`config.mk`:
```
export PLATFORM = sky130hd
export DESIGN_NAME = regfile_sb
export DESIGN_NICKNAME = d
export VERILOG_FILES = /design/src/rtl/regfile_sb.sv
export SDC_FILE = /design/constraint.sdc
export NUM_CORES = 2
export LEC_CHECK = 0
export BUFFER_PORTS_ARGS = -buffer_cell sky130_fd_sc_hd__clkbuf_2
export CAP_MARGIN = 0
export CORE_MARGIN = 2
export CORE_UTILIZATION = 60
export DETAILED_ROUTE_END_ITERATION = 10
export GPL_TIMING_DRIVEN = 0
export HOLD_SLACK_MARGIN = 0.05
export PLACE_DENSITY = 0.77
export SKIP_CTS_REPAIR_TIMING = 1
export SLEW_MARGIN = 15
export SYNTH_ARGS = -nofsm -noshare
export SYNTH_HDL_FRONTEND = slang
export SYNTH_SLANG_ARGS = --single-unit
```
`constraint.sdc`:
```
create_clock -name clk -period 66.5 [get_ports clk]
set_input_delay 3.325 -clock clk [delete_from_list [all_inputs] [get_ports clk]]
set_output_delay 3.325 -clock clk [all_outputs]
set_load 0.02 [all_outputs]
```
`src/rtl/regfile_sb.sv`:
```
// regfile_sb: integer register file with a busy-bit scoreboard and 1-cycle registered reads.
// Define REGFILE_BYPASS_EN for write-first forwarding; the default build is read-first.
module regfile_sb #(
  parameter int XLEN  = 32,
  parameter int NREGS = 32,
  parameter int AW    = $clog2(NREGS)
) (
  input  logic            clk,
  input  logic            rst,
  input  logic [31:0]     instruction,
  input  logic            rd_en,
  output logic [XLEN-1:0] rs1_data,
  output logic [XLEN-1:0] rs2_data,
  output logic            rs1_busy,
  output logic            rs2_busy,
  input  logic            issue_en,
  input  logic [AW-1:0]   issue_rd,
  input  logic            wen,
  input  logic [AW-1:0]   waddr,
  input  logic [XLEN-1:0] wdata
);

  logic [XLEN-1:0] regs [NREGS];
  logic [NREGS-1:0] busy;
  logic [NREGS-1:0] busy_nxt;

  logic [AW-1:0] rs1;
  logic [AW-1:0] rs2;
  logic          wr_hit1;
  logic          wr_hit2;
  logic [XLEN-1:0] rd1_data;
  logic [XLEN-1:0] rd2_data;
  logic          rd1_busy;
  logic          rd2_busy;
  logic          unused_bits;

  // Only the low AW bits of each source field address the array.
  assign rs1 = instruction[15 +: AW];
  assign rs2 = instruction[20 +: AW];
  assign unused_bits = ^instruction;

  assign wr_hit1 = wen && (waddr == rs1) && (rs1 != '0);
  assign wr_hit2 = wen && (waddr == rs2) && (rs2 != '0);

  // Issue takes priority so a new producer supersedes a retiring one.
  always_comb begin
    busy_nxt = busy;
    busy_nxt[0] = 1'b0;
    for (int r = 1; r < NREGS; r++) begin
      if (issue_en && issue_rd == AW'(r)) begin
        busy_nxt[r] = 1'b1;
      end else if (wen && waddr == AW'(r)) begin
        busy_nxt[r] = 1'b0;
      end
    end
  end

`ifdef REGFILE_BYPASS_EN
  assign rd1_data = wr_hit1 ? wdata : regs[rs1];
  assign rd2_data = wr_hit2 ? wdata : regs[rs2];
  assign rd1_busy = wr_hit1 ? busy_nxt[rs1] : busy[rs1];
  assign rd2_busy = wr_hit2 ? busy_nxt[rs2] : busy[rs2];
`else
  assign rd1_data = regs[rs1];
  assign rd2_data = regs[rs2];
  assign rd1_busy = busy[rs1];
  assign rd2_busy = busy[rs2];
`endif

  always_ff @(posedge clk or posedge rst) begin
    if (rst) begin
      for (int r = 0; r < NREGS; r++) begin
        regs[r] <= '0;
      end
    end else if (wen && waddr != '0) begin
      regs[waddr] <= wdata;
    end
  end

  always_ff @(posedge clk or posedge rst) begin
    if (rst) begin
      busy <= '0;
    end else begin
      busy <= busy_nxt;
    end
  end

  always_ff @(posedge clk or posedge rst) begin
    if (rst) begin
      rs1_data <= '0;
      rs2_data <= '0;
      rs1_busy <= 1'b0;
      rs2_busy <= 1'b0;
    end else if (rd_en) begin
      rs1_data <= rd1_data;
      rs2_data <= rd2_data;
      rs1_busy <= rd1_busy;
      rs2_busy <= rd2_busy;
    end
  end

endmodule

```
### After elaboration in Yosys (flattened, before gate mapping)

Cells that the tools add are included.

| word-level totals | value |
|---|---|
| register bits after elaboration | 1121 |
| bits of input ports | 79 |
| output and inout port bits | 66 |
| word-level logic and storage cells | 309 |

| operators by class | value |
|---|---|
| order comparisons | 6 |
| eq/ne operators | 62 |
| mux-type cells | 75 |
| bitwise logic cells | 3 |
| reduce and logical (&&, ||, !) cells | 96 |

Operators with widths:

| kind | count |
|---|---|
| bitwise mux 1024 bit | 1 |
| binary-select mux 32 bit (select 5 bit) | 2 |
| demux 32 bit (select 5 bit) | 1 |
| equality test 5 bit, second input constant | 32 |
| two-way mux 32 bit | 5 |
| equality test 5 x 4 -> 1 bit, second input constant | 16 |
| logical AND 1 bit | 64 |
| two-way mux 1 bit | 64 |
| nonzero test 2 bit | 31 |
| equality test 5 x 3 -> 1 bit, second input constant | 8 |
| equality test 5 x 2 -> 1 bit, second input constant | 4 |
| >= comparator 6 bit, second input constant | 3 |
| inverter 5 -> 6 bit | 3 |
| less-than comparator 5 x 6 -> 1 bit, second input constant | 2 |
| binary-select mux 1 bit (select 5 bit) | 2 |
| equality test 5 x 1 -> 1 bit, second input constant | 2 |
| less-than comparator 6 x 1 -> 1 bit, second input constant | 1 |
| nonzero test 5 bit | 1 |

### Depth between registers and ports, before layout

| depth | value |
|---|---|
| depth in word-level cells | 6 |
| mapped depth | 9 |
| depth with buffers taken out | 4 |

### Worst setup path after synthesis

OpenSTA, ideal clock, no wires.

| timing | value |
|---|---|
| kind | in2reg |
| from | input instruction[20] |
| to | register rs2_data[17] |
| setup time | 0.140 ns |
| arrival | 4.908 ns |
| data required time | 66.360 ns |
| slack | 61.452 ns |
| cell stages on the path | 6 |
| buffers on the path | 2 |
| cells stage by stage | buf_4 buf_2 mux4_2 mux4_2 nor2_1 o32ai_1 |

| on the way | value |
|---|---|
| cells in the longest elaborated chain, start to end | 4 |

Ends and longest elaborated chain:

| what | RTL line | text |
|---|---|---|
| from (decl) | 10 | `input logic [31:0] instruction,` |
| inverter 5 -> 6 bit (not written as such) | 65 | `assign rd2_data = regs[rs2];` |
| binary-select mux 32 bit (select 5 bit) | 65 |  |
| two-way mux 32 bit (not written as such) (2 in a row) | 65 |  |
| to (signal assigned) | 96 | `rs2_data <= rd2_data;` |
| to (decl) | 13 | `output logic [XLEN-1:0] rs2_data,` |

No other way between the ends. The select of a mux whose other input is x is not followed.
A chain may end at the register's enable or synchronous reset.

### Worst setup path in the final report

| timing | value |
|---|---|
| from | input instruction[22] |
| to | register rs2_data[3] |

Same word-level chain as after synthesis.

==> results.sh <==
export IMPL_ys_warn_count=0
export IMPL_hold_viol_final=0
export IMPL_synth_area_leader_cell="dfrtp_1"
export IMPL_initial_utilization_pct=60.3
export IMPL_cts_tree="built"
export IMPL_dpl_cell_count=5464
export IMPL_p_sw_mw=0.588
export IMPL_pwr_share_comb_pct=20.0
export IMPL_syn_nets=4137
export IMPL_finalPower_mw=2.03
export IMPL_grt_pass1_wl_mm=318
export IMPL_ys_types=54
export IMPL_switching_share_pct=28.9
export IMPL_clockRootBuffer="clkbuf_16"
export IMPL_wl_per_cell_microns=40.6
export IMPL_synth_seq_cells=1121
export IMPL_drive_gt1_share_pct=45.0
export IMPL_drt_iter0_drc=6799
export IMPL_grt_start_max_net_pins=111
export IMPL_die_width_microns=315
export IMPL_leakage_nw=28.7
export IMPL_route_detailed_drc=0
export IMPL_crit_path_start="instruction[22]"
export IMPL_vias=43036
export IMPL_crit_type="primary input to flop"
export IMPL_fmax_ghz=0.163
export IMPL_track_usage_pct=46.8
export IMPL_final_cells=5700
export IMPL_synth_yosys_seq_area_share_pct=48.3
export IMPL_period_needed_ns=6.12
export IMPL_cts_sinks=1121
export IMPL_finalSetupTns_ns=0
export IMPL_setup_viol=0
export IMPL_path_max_fanout=11
export IMPL_areaGrowthSynthToFinish_pct=11.7
export IMPL_synth_most_common_cell="dfrtp_1"
export IMPL_slew_headroom_pct=1.03
export IMPL_rows=114
export IMPL_ios=145
export IMPL_ir_drop_v=0.0000262
export IMPL_dieArea_sq_um=99200
export IMPL_reg2regPathDepth=4
export IMPL_required_ns=67.13
export IMPL_reg2reg_from="regs[1009]"
export IMPL_synth_area_top_cells="dfrtp_1 (48%), mux2_2 (21%), mux4_2 (14%)"
export IMPL_rsz0062_at_grt="false"
export IMPL_p_per_area_nw_per_um2=31.3
export IMPL_ant_nets=0
export IMPL_grt_pass1_vias=42019
export IMPL_cp_endpoint="rs2_data[3]"
export IMPL_synth_flop_cell="dfrtp_1"
export IMPL_first_pass_iters=9
export IMPL_wl_mm=231
export IMPL_internal_power_mw=1.44
export IMPL_synth_top_cell_area_share_pct=48.3
export IMPL_dp_hpwl_mm=153
export IMPL_clk_pin_slew_ns=0.07
export IMPL_r2r_slack_ns=64.29
export IMPL_synth_edf_count=0
export IMPL_worstSetupStartpointType="primary input"
export IMPL_antenna_found_initial=19
export IMPL_synth_avg_cell_area_sq_um=14.3
export IMPL_p_clk_share_pct=35.1
export IMPL_cp_end_kind="flop"
export IMPL_outcome="finished clean"
export IMPL_worst_pin_slew_ns=1.48
export IMPL_num_nets_final=4387
export IMPL_io_buffers=115
export IMPL_syn_area_sq_um=58000
export IMPL_drv_cap=0
export IMPL_clock_skew_ns=0.0401
export IMPL_finalCritPeriodShare_pct=9.20
export IMPL_avgViaCountPerCell=7.55
export IMPL_htreeDepth=3
export IMPL_hp_class="flop to flop"
export IMPL_synthArstFlopShare_pct=100
export IMPL_r2r_end="rs2_data[17]"
export IMPL_place_congestion=1.03
export IMPL_synth_common_cells="dfrtp_1 (1121), mux2_2 (1090), mux4_2 (354)"
export IMPL_place_ws_ns=59.73
export IMPL_max_clock_path_buffers=3
export IMPL_die_height_microns=315
export IMPL_power_sequential_fraction_pct=44.9
export IMPL_insertion_delay_ns=0.78
export IMPL_grt_ovfl_total=0
export IMPL_coreArea_sq_um=96300
export IMPL_setup_slack_ns=60.38
export IMPL_maxSlewViolCount=0
export IMPL_worstPathArrival_ns=6.75
export IMPL_syn_inst=4058
export IMPL_hold_ws_ns=0.482
export IMPL_cts_buffers=118
==> power groups by stage <==
stage | logic (mW) | clock network [mW] | registers [mW]
floorplan | 0.287 | 0 | 0.893
global placement | 0.378 | 0 | 0.910
detailed placement | 0.391 | 0 | 0.916
CTS | 0.394 | 0.708 | 0.905
global route | 0.422 | 0.738 | 0.924
finish | 0.406 | 0.714 | 0.912
==> area by class of cell <==
cell class	instances	area, sq um
Multi-Input combinational cell	2467	27900
Timing Repair Buffer	130	932
Inverter	17	71.3
Tap cell	1276	1600
Clock inverter	52	668
Antenna cell	12	30.0
Fill cell	6834	31400
Sequential cell	1121	28100
Buffer	453	2090
Clock buffer	172	3500
==> placed cells by master (no fill, tap or decap), drive strengths merged, types with 22 or more instances in the layout <==
| cell type | instances |
|---|---|
| a211oi | 75 |
| a22o | 39 |
| a22oi | 110 |
| buf | 198 |
| clkbuf | 557 |
| clkinv | 29 |
| dfrtp | 1121 |
| inv | 22 |
| mux2 | 1090 |
| mux2i | 275 |
| mux4 | 354 |
| nand2 | 78 |
| nand4 | 34 |
| nor2 | 67 |
| nor2b | 61 |
| nor3 | 24 |
| o21ai | 24 |
| o221ai | 33 |
| o22ai | 76 |
| o41ai | 23 |
==> cell families after synthesis <==
group / count (synthesis) / synth area share [%]
compound gates: 426 / 5.49
mux: 1719 / 39.6
simple gates: 322 / 2.93
buf+inv: 470 / 3.60
flops: 1121 / 48.3
==> critical path, stage by stage <==
cell and delay, ns:
clkbuf_2 0.18, buf_4 0.28, buf_4 0.42, nand3b_1 0.60, clkbuf_1 1.14, o22ai_1 0.37
o41ai_1 0.38
==> per-stage QoR <==
stage | area, sq um | util [%]
6_report | 64800 | 67.3
5_1_grt | 64800 | 67.3
2_1_floorplan | 58000 | -
3_3_place_gp | 60200 | 62.5
3_5_place_dp | 60600 | 63.0
4_1_cts | 64800 | 67.3
==> layer usage <==
layer	GRT usage [%]	up-vias	share of wire, %
met4	32.0	17	8.3
met1	58.1	22170	34
met2	63.7	3700	41
li1	-	16087	-
met5	2.42	-	0.17
met3	23.4	1062	16
==> state kept, by name, summed over array words and instances, names as in the netlist <==
| signal | flops |
|---|---|
| rs2_busy | 1 |
| rs2_data | 32 |
| busy | 31 |
| rs1_data | 32 |
| regs | 1024 |
| rs1_busy | 1 |
==> how the worst min path moves through the flow <==
stage                    start          to  slack [ns]  cells past startpoint
global route        regs[1003]  regs[1003]        0.50                      1
detailed placement   regs[992]   regs[992]        0.47                      1
floorplan           regs[1000]  regs[1000]        0.44                      1
finish              regs[1003]  regs[1003]        0.48                      1
CTS                  regs[992]   regs[992]        0.48                      1
global placement    regs[1009]  regs[1009]        0.46                      1
Power figures use the tool's default switching activity.
